File: src/rtl/led_pattern_sequencer.sv
// led_pattern_sequencer
//   Drives the 16-LED board display. An internal divider produces a one-cycle
//   tick every CLK_DIV clocks. On each tick one step of the mode selected by SW
//   is applied: hold, rotate left, rotate right, or bounce between the ends.
//
// Ports
//   clk    system clock
//   rst    synchronous, active-high reset
//   SW     mode select (asynchronous): 00 hold, 01 left, 10 right, 11 bounce
//   LED    current one-hot LED pattern
//   tick   registered one-cycle pulse marking each step boundary
//   mode   mode applied at the most recent tick
//   dir    bounce direction: 0 = toward bit 15, 1 = toward bit 0
//   steps  number of ticks that moved the pattern, modulo 256
module led_pattern_sequencer #(
  parameter logic [23:0] CLK_DIV  = 24'd10000000,
  parameter logic [15:0] LED_INIT = 16'h0001
) (
  input  logic        clk,
  input  logic        rst,
  input  logic [1:0]  SW,
  output logic [15:0] LED,
  output logic        tick,
  output logic [1:0]  mode,
  output logic        dir,
  output logic [7:0]  steps
);

  typedef enum logic [1:0] {
    ModeHold   = 2'b00,
    ModeLeft   = 2'b01,
    ModeRight  = 2'b10,
    ModeBounce = 2'b11
  } mode_e;

  typedef enum logic {
    DirUp   = 1'b0,
    DirDown = 1'b1
  } dir_e;

  logic [1:0]  sw_s1;
  logic [1:0]  sw_s2;
  logic [23:0] cnt;
  mode_e       mode_q;
  dir_e        dir_q;

  assign mode = mode_q;
  assign dir  = dir_q;

  always_ff @(posedge clk) begin
    if (rst) begin
      sw_s1  <= 2'b00;
      sw_s2  <= 2'b00;
      cnt    <= '0;
      tick   <= 1'b0;
      LED    <= LED_INIT;
      mode_q <= ModeHold;
      dir_q  <= DirUp;
      steps  <= '0;
    end else begin
      sw_s1 <= SW;
      sw_s2 <= sw_s1;

      if (cnt == CLK_DIV - 24'd1) begin
        cnt  <= '0;
        tick <= 1'b1;
      end else begin
        cnt  <= cnt + 24'd1;
        tick <= 1'b0;
      end

      // The step lands on the edge closing the tick-high cycle, so outputs
      // change one cycle after tick is seen.
      if (tick) begin
        mode_q <= mode_e'(sw_s2);
        unique case (mode_e'(sw_s2))
          ModeHold: ;
          ModeLeft: begin
            LED   <= {LED[14:0], LED[15]};
            steps <= steps + 8'd1;
          end
          ModeRight: begin
            LED   <= {LED[0], LED[15:1]};
            steps <= steps + 8'd1;
          end
          ModeBounce: begin
            steps <= steps + 8'd1;
            // Reversing at an end moves straight off it, so an end lamp is
            // never shown on two consecutive steps.
            if (dir_q == DirUp) begin
              if (LED[15]) begin
                dir_q <= DirDown;
                LED   <= LED >> 1;
              end else begin
                LED   <= LED << 1;
              end
            end else begin
              if (LED[0]) begin
                dir_q <= DirUp;
                LED   <= LED << 1;
              end else begin
                LED   <= LED >> 1;
              end
            end
          end
          default: ;
        endcase
      end
    end
  end

endmodule
File: config.mk
export PLATFORM = sky130hd
export DESIGN_NAME = led_pattern_sequencer
export DESIGN_NICKNAME = d
export VERILOG_FILES = /design/src/rtl/led_pattern_sequencer.sv
export SDC_FILE = /design/constraint.sdc
export NUM_CORES = 1
export LEC_CHECK = 0
export BUFFER_PORTS_ARGS = -buffer_cell sky130_fd_sc_hd__buf_2
export CORE_UTILIZATION = 44
export CTS_BUF_LIST = sky130_fd_sc_hd__clkbuf_8
export DETAILED_ROUTE_END_ITERATION = 8
export HOLD_SLACK_MARGIN = 0.12
export SYNTH_ARGS = -nofsm -noshare
export SYNTH_HDL_FRONTEND = slang
export SYNTH_SLANG_ARGS = --single-unit
export TNS_END_PERCENT = 1
File: constraint.sdc
create_clock -name clk -period 2.05 [get_ports clk]
set_input_delay 0.1025 -clock clk [delete_from_list [all_inputs] [get_ports clk]]
set_output_delay 0.1025 -clock clk [all_outputs]
set_load 0.005 [all_outputs]
---- Word-level counts from Yosys, hierarchy flattened ----
Cells that the tools add are included.
cells by class
  equality and inequality tests ........... 4
  reduce and logical (&&, ||, !) cells .... 6
  multiplexer cells ....................... 8
  $add $sub $neg .......................... 2
operators by type and width
  kind                     count
  $mux W16                 3
  $pmux W16 S3             1
  $add A24 B1 Y24 const B  1
  $eq A24 B24 Y1 const B   1
  $add A8 B1 Y8 const B    1
  $reduce_and A2 Y1        3
  $eq A2 B2 Y1 const B     2
  $mux W1                  4
  $reduce_bool A3 Y1       1
  $reduce_or A3 Y1         1
  $eq A2 B1 Y1 const B     1
  $reduce_or A2 Y1         1
word-level totals
  flip-flop bits (word level) ............. 56
  bits of input ports ..................... 4
  output and inout port bits .............. 28
  word-level logic and storage cells ...... 28

---- Depth between registers and ports, before layout ----
Gate-level depths: netlist of run 1.
  depth after elaboration ................. 3
  mapped depth ............................ 7
  gate-level depth less buffers ........... 5

---- Worst setup path after synthesis of run 1 ----
OpenSTA, ideal clock, no wires.
  path kind ............................... register to register
  start point ............................. register cnt[0]
  end point ............................... register cnt[21]
  setup time .............................. 125 ps
  slack ................................... 375 ps
  period minus slack after synthesis ...... 1675 ps
  stages on the path, launching flop included .. 8
  data required time ...................... 1925 ps
  data arrival time ....................... 1550 ps
  path buffers ............................ 2
  cells stage by stage .................... dfxtp_1 ha_1 and4_1 buf_4 nand4_2 o31ai_4 buf_4 a21oi_1
on the way
  longest elaborated chain between the ends .. 2
  elaborated cells between the ends (all ways) .. 3
  those cells by class .................... add/sub (1); eq/ne (1); reduce/logical (1)
RTL lines
  element                                                  RTL line  source
  from (decl)                                              43        logic [23:0] cnt;
  from (signal assigned)                                   68        cnt <= cnt + 24'd1;
  branches (longest 2 deep; another with $add A24 B1 Y24)  --
Parallel ways; which one is timed is not known.
A chain may end at the register's enable or synchronous reset.

---- Worst setup path in the final report of run 1 ----
  start point ............................. register cnt[0]
  end point ............................... register cnt[14]
Same word-level chain as after synthesis.

==> metrics.cfg, run 1 <==
[timing]
worst_slack_ns = 0.1966
hold_viol_final = 0
tns_ns = 0
min_period_ns = 1.853
drv_slew = 0
whs_ns = 0.1464
fmax_ghz = 0.5395
worstMarginPinSlew_ns = 0.4663
rsz0062_at_grt = false
period_share = 0.9041
setup_viol = 0
fin_skew_ns = 0.01041
slew-limit-headroom = 0.6888

[floorplanning]
die_height_um = 76.75
io_pins = 32
die_area_um2 = 5891
rows = 26
die_x_um = 76.75
start_util = 0.4694
core_area_um2 = 5238

[setup_path]
cpMaxStageDelayCell = dfxtp_1
worstPathCellList = ha_1 > and4_1 > nand4_2 > o31ai_4 > buf_4 > nor2_1
startpoint = cnt[0]
critical_path_required_ns = 2.25
crit_family = simple AND/OR/NAND/NOR gates
cp-start-kind = flop
worstSetupEndpointType = flop
max_stage_delay_ns = 0.38
critPathKind = reg2reg
r2r_start = cnt[0]
critPathMaxFanout = 15
crit_buf_inv = 1
worst_ep_arrival_time_ns = 2.05

[placed_design]
dp_cells = 361
dpl.hpwl_mm = 3.204
port-buffer-count = 31
routabilityCongestion = 0.7820
pre_cts_ws_ns = 0.2053

[synth]
yosysUniqueCellTypes = 39
synthCells = 266
ys_seq_elements = 56
synth_edf_count = 0
avgSynthCellArea_um2 = 9.243
async_flop_share = 0
synth_area_um2 = 2459
syn_nets = 272
synth_ff_type = dfxtp_1
seq_area_frac_synth = 0.4560
yosys_warnings = 0

[finish]
fill_cells = 498
instances_no_fill = 371
syn_to_final_growth_pct = 14.25
seqCellArea_um2 = 1121
fin_nets = 306
multi_input_area_um2 = 1254
antenna_cells = 0
final_cell_mix = 56 x dfxtp_1, 31 x buf_2, 27 x a21oi_1, 25 x nor2_1, 21 x o21ai_0
mostFrequentLayoutCell = dfxtp_1
drive_gt1_frac = 0.1761

[clock_network]
hold_buffers = 2
postCtsSetupBuffers = 0
cts_root_buf = clkbuf_8
cts_max_path_buffers = 2
worstSkewPairLatency_ns = 0.31
htree_levels = 2
clkTransAtPathRegs_ns = 0.11
cts_buffers = 5
cts_tree = done
numClockSinks = 56
cts.repair.resized = 0

[grt]
track_usage = 0.1691
grt_overflow_total = 0
grt_first_pass_wirelength_mm = 8.245
grt_max_degree = 29
antenna_found_initial = 0
grt_pass1_vias = 1799

[pwr]
power.density_nw_per_um2 = 631.9
power_frac_comb = 0.030
ir_worst_vdd_mv = 0.3924
seqPwrFrac = 0.622
p_int_uw = 1369
clkPwrFrac = 0.348
switchingPower_uw = 405.6
p_leak_uw = 0.001049
power_uw = 1775
swShare = 0.2285

[routing]
vias_per_cell = 5.375
drt_first_iter_violations = 113
antenna_left = 0
num_vias = 1994
drc = 0
wl_per_cell_um = 12.67
wirelength_mm = 4.699
dr.pass1.iters = 4

[run]
max-cap-violations = 0

[min_path]
hp-start = rst
hold_class = in2reg

[status]
status = finished, final reports clean

power by group through the flow:
stage / Sequential [uW] / Clock (uW) / Combinational [uW]
6_report: 1100 / 618 / 52.6
5_1_grt: 1110 / 703 / 60.1
4_1_cts: 1100 / 656 / 53.3
3_5_place_dp: 1130 / 0 / 50.3
3_3_place_gp: 1130 / 0 / 50.6
2_1_floorplan: 1130 / 0 / 39.4
metal layers:
layer / track usage / vias to the layer above / share of wire
met5: 0 / - / 0
met4: 0.04038 / 0 / 0.0053
met3: 0.03571 / 2 / 0.029
met2: 0.2732 / 35 / 0.45
met1: 0.2287 / 921 / 0.51
li1: - / 1036 / -
synthesized netlist by cell type (3+ instances only):
cell type | count | area [um2]
mux2i_1 | 14 | 140.1
nor2b_1 | 5 | 31.28
nand2_1 | 12 | 45.04
and4_1 | 6 | 52.55
clkbuf_1 | 7 | 26.28
xnor2_1 | 3 | 26.28
a31oi_1 | 3 | 18.77
o31ai_1 | 8 | 60.06
o21ai_0 | 21 | 105.1
xor2_1 | 15 | 131.4
nand4_1 | 9 | 56.30
inv_1 | 6 | 22.52
nand3_1 | 7 | 35.03
or3_1 | 3 | 18.77
buf_4 | 5 | 37.54
dfxtp_1 | 56 | 1121
a21oi_1 | 27 | 135.1
nor2_1 | 25 | 93.84
and3_1 | 3 | 18.77
or4_1 | 8 | 60.06
metrics by stage:
step	utilization	instance area, um2
5_1_grt	0.5363	2809
4_1_cts	0.5363	2809
2_1_floorplan	-	2459
3_5_place_dp	0.5141	2693
6_report	0.5363	2809
3_3_place_gp	0.5141	2693
final cells by class:
cell class | count | area share
well taps | 70 | 0.03118
clock buffers | 5 | 0.02450
repair buffers | 40 | 0.08107
multi-input cells | 191 | 0.4463
clock inverters | 3 | 0.009800
flip-flops and latches | 56 | 0.3991
inverters | 6 | 0.008018
path summary, 6_finish.rpt:
path	endpoint	slack [ns]	cells after the start
hold reg to reg	sw_s2[1]	0.43	1
setup / recovery	cnt[14]	0.20	6
setup reg to reg	cnt[14]	0.20	6
hold / removal	steps[6]	0.15	2
flip-flops by register name, indices dropped and copies added (netlist names):
| name | cells |
|---|---|
| cnt | 24 |
| LED | 16 |
| steps | 8 |
| mode | 2 |
| sw_s1 | 2 |
| sw_s2 | 2 |
| dir | 1 |
| tick | 1 |
cells by family after synthesis:
| logic type | after synthesis | share of synthesized area |
|---|---|---|
| AND/OR/NAND/NOR | 89 | 0.2092 |
| AO/OA/AOI/OAI | 68 | 0.1669 |
| flip-flops | 56 | 0.4560 |
| buffers and inverters | 19 | 0.03664 |
| XOR/XNOR | 18 | 0.06413 |
| multiplexers | 14 | 0.05700 |
| adder cells (fa/ha/maj) | 2 | 0.01018 |
Power figures use the tool's default switching activity.
==> inputs of run 2 (changes only) <==
Settings changed: CORE_MARGIN set to 2, PLACE_DENSITY set to 0.61, RECOVER_POWER set to 50.
==> run 2 against run 1 <==
Effect of this change: die area rose by 5.3%; sequential share of layout area up 0.34 points; non-clock buffer count down 1; power is 0.20% lower; critical path type unchanged; critical endpoint is now cnt[22].
==> metrics.cfg, run 2 (synthesis gave the netlist of run 1 again) <==
[routing]
drt_first_iter_violations = 59  ; -48%
dr.pass1.iters = 4  ; unchanged
vias_per_cell = 5.460  ; +1.6%
num_vias = 2031  ; +1.9%
drc = 0  ; unchanged
wirelength_mm = 4.790  ; +1.9%
wl_per_cell_um = 12.88  ; +1.7%
antenna_left = 0  ; unchanged

[placed_design]
routabilityCongestion = 0.8097  ; +3.5%
dpl.hpwl_mm = 3.315  ; +3.5%
dp_cells = 362  ; +0.28%
port-buffer-count = 31  ; unchanged

[grt]
use_met3 = 0.03523  ; -0.0004870
grt.busiest_layer = met2
grt_pass1_vias = 1827  ; +1.6%
grt_first_pass_wirelength_mm = 8.231  ; -0.17%
grt_max_degree = 20  ; -31%
track_usage = 0.1641  ; -0.005036
grt_overflow_total = 0  ; unchanged
grtUsageMet1 = 0.2086  ; -0.02004
met2_usage = 0.2735  ; +0.0002900
antenna_found_initial = 0  ; unchanged

[clock_network]
worstSkewPairLatency_ns = 0.31  ; about the same
postCtsSetupBuffers = 0  ; unchanged
cts.repair.resized = 0  ; unchanged
cts_buffers = 5  ; unchanged
cts_tree = done
htree_levels = 2  ; unchanged
clkTransAtPathRegs_ns = 0.10  ; about the same
cts_max_path_buffers = 2  ; unchanged
cts_root_buf = clkbuf_8
numClockSinks = 56  ; unchanged
hold_buffers = 2  ; unchanged

[pwr]
power.density_nw_per_um2 = 636.0  ; +0.65%
p_leak_uw = 0.001015  ; -3.2%
ir_worst_vdd_mv = 0.3709  ; -5.5%
power_uw = 1771  ; -0.20%

[timing]
setup_viol = 0  ; unchanged
rsz0062_at_grt = false
tns_ns = 0  ; unchanged
whs_ns = 0.1508  ; +0.004417 ns
slew-limit-headroom = 0.5418  ; -0.1470
drv_slew = 0  ; unchanged
fin_skew_ns = 0.01329  ; +0.002871 ns
min_period_ns = 1.823  ; -0.03023 ns
period_share = 0.8894  ; -0.01475
hold_viol_final = 0  ; unchanged
worstMarginPinSlew_ns = 0.6873  ; +0.2211 ns
fmax_ghz = 0.5485  ; +1.7%

[setup_path]
critPathMaxFanout = 9  ; -6
worst_ep_arrival_time_ns = 2.08  ; +0.03 ns
worstPathCellList = ha_1 > and4_1 > nand3_4 > or4_1 > a21oi_1
cp-start-kind = flop
max_stage_delay_ns = 0.51  ; +0.13 ns
cpMaxStageDelayCell = or4_1
worstSetupEndpointType = flop
critical_path_required_ns = 2.30  ; +0.05 ns
reg2reg_slack_ns = 0.23  ; +0.03 ns
critPathKind = reg2reg

[floorplanning]
die_area_um2 = 6202  ; +5.3%
start_util = 0.4520  ; -0.01739
die_x_um = 78.75  ; +2.6%
io_pins = 32  ; unchanged
core_area_um2 = 5439  ; +3.8%
rows = 27  ; +3.8%
die_height_um = 78.75  ; +2.6%

[finish]
instances_no_fill = 372  ; +0.27%
fill_cells = 572  ; +15%
drive_gt1_frac = 0.1533  ; -0.02275
reg_top3 = cnt: 24 flops, LED: 16 flops, steps: 8 flops
largest_reg_flops = 24  ; unchanged
final_cell_mix = 56 x dfxtp_1, 27 x a21oi_1, 27 x buf_2, 25 x nor2_1, 21 x o21ai_0
mostFrequentLayoutCell = dfxtp_1
fin_nets = 305  ; -0.33%
syn_to_final_growth_pct = 13.28
regMostFlops = cnt
post-route-util = 0.5121  ; -0.02424
antenna_cells = 0  ; unchanged

[run]
max-cap-violations = 0  ; unchanged

[min_path]
hold_class = in2reg

[status]
status = finished, final reports clean

[run 2: cell count changes in the layout (fill, tap and decap cells not counted)]
cell / change
inv_8: -1
buf_2: -4
clkbuf_1: +6
inv_6: +1
clkinv_4: -1
clkinv_2: +1
buf_4: -3
[run 2: metal layers]
layer | routed length, um | share of wire
met2 | 2228 | 0.47
met3 | 181 | 0.038
met1 | 2313 | 0.48
met5 | 0 | 0
met4 | 66 | 0.014
[run 2: path summary, 6_finish.rpt]
check / start / to / depth (start not counted)
worst max-delay path: cnt[0] / cnt[22] / 5
worst min register to register: sw_s1[0] / sw_s2[0] / 1
worst max register to register: cnt[0] / cnt[22] / 5
worst min-delay path: rst / steps[4] / 2
[run 2: layout make-up]
cell class / instances / area, um2 / share of cell area
Multi-Input combinational cell: 191 / 1254 / 0.4501
Sequential cell: 56 / 1121 / 0.4025
Timing Repair Buffer: 39 / 207.7 / 0.07457
Tap cell: 72 / 90.09 / 0.03235
Clock buffer: 5 / 68.82 / 0.02471
Inverter: 6 / 22.52 / 0.008086
Clock inverter: 3 / 21.27 / 0.007637
[run 2: stage by stage]
step,cell area (um2),setup WS [ns]
3_5_place_dp,2688,0.2153
5_1_grt,2785,0.05033
4_1_cts,2798,0.2052
3_3_place_gp,2688,0.2761
2_1_floorplan,2459,0.3751
6_report,2785,0.2268
[run 2: critical path, delay by kind of cell (launching register included)]
family / cells / cell delay, ns
compound gates: 1 / 0.16
flops: 1 / 0.37
fa+ha+maj: 1 / 0.21
simple gates: 3 / 1.03
[run 2: report_power, final]
group | switching, uW | leakage, uW | internal [uW] | total (uW)
registers | 7.93 | 0.000452 | 1100 | 1100
logic | 30.7 | 0.000519 | 22.1 | 52.9
clock network | 371 | 0.0000445 | 243 | 615
total | 410 | 0.00102 | 1360 | 1770
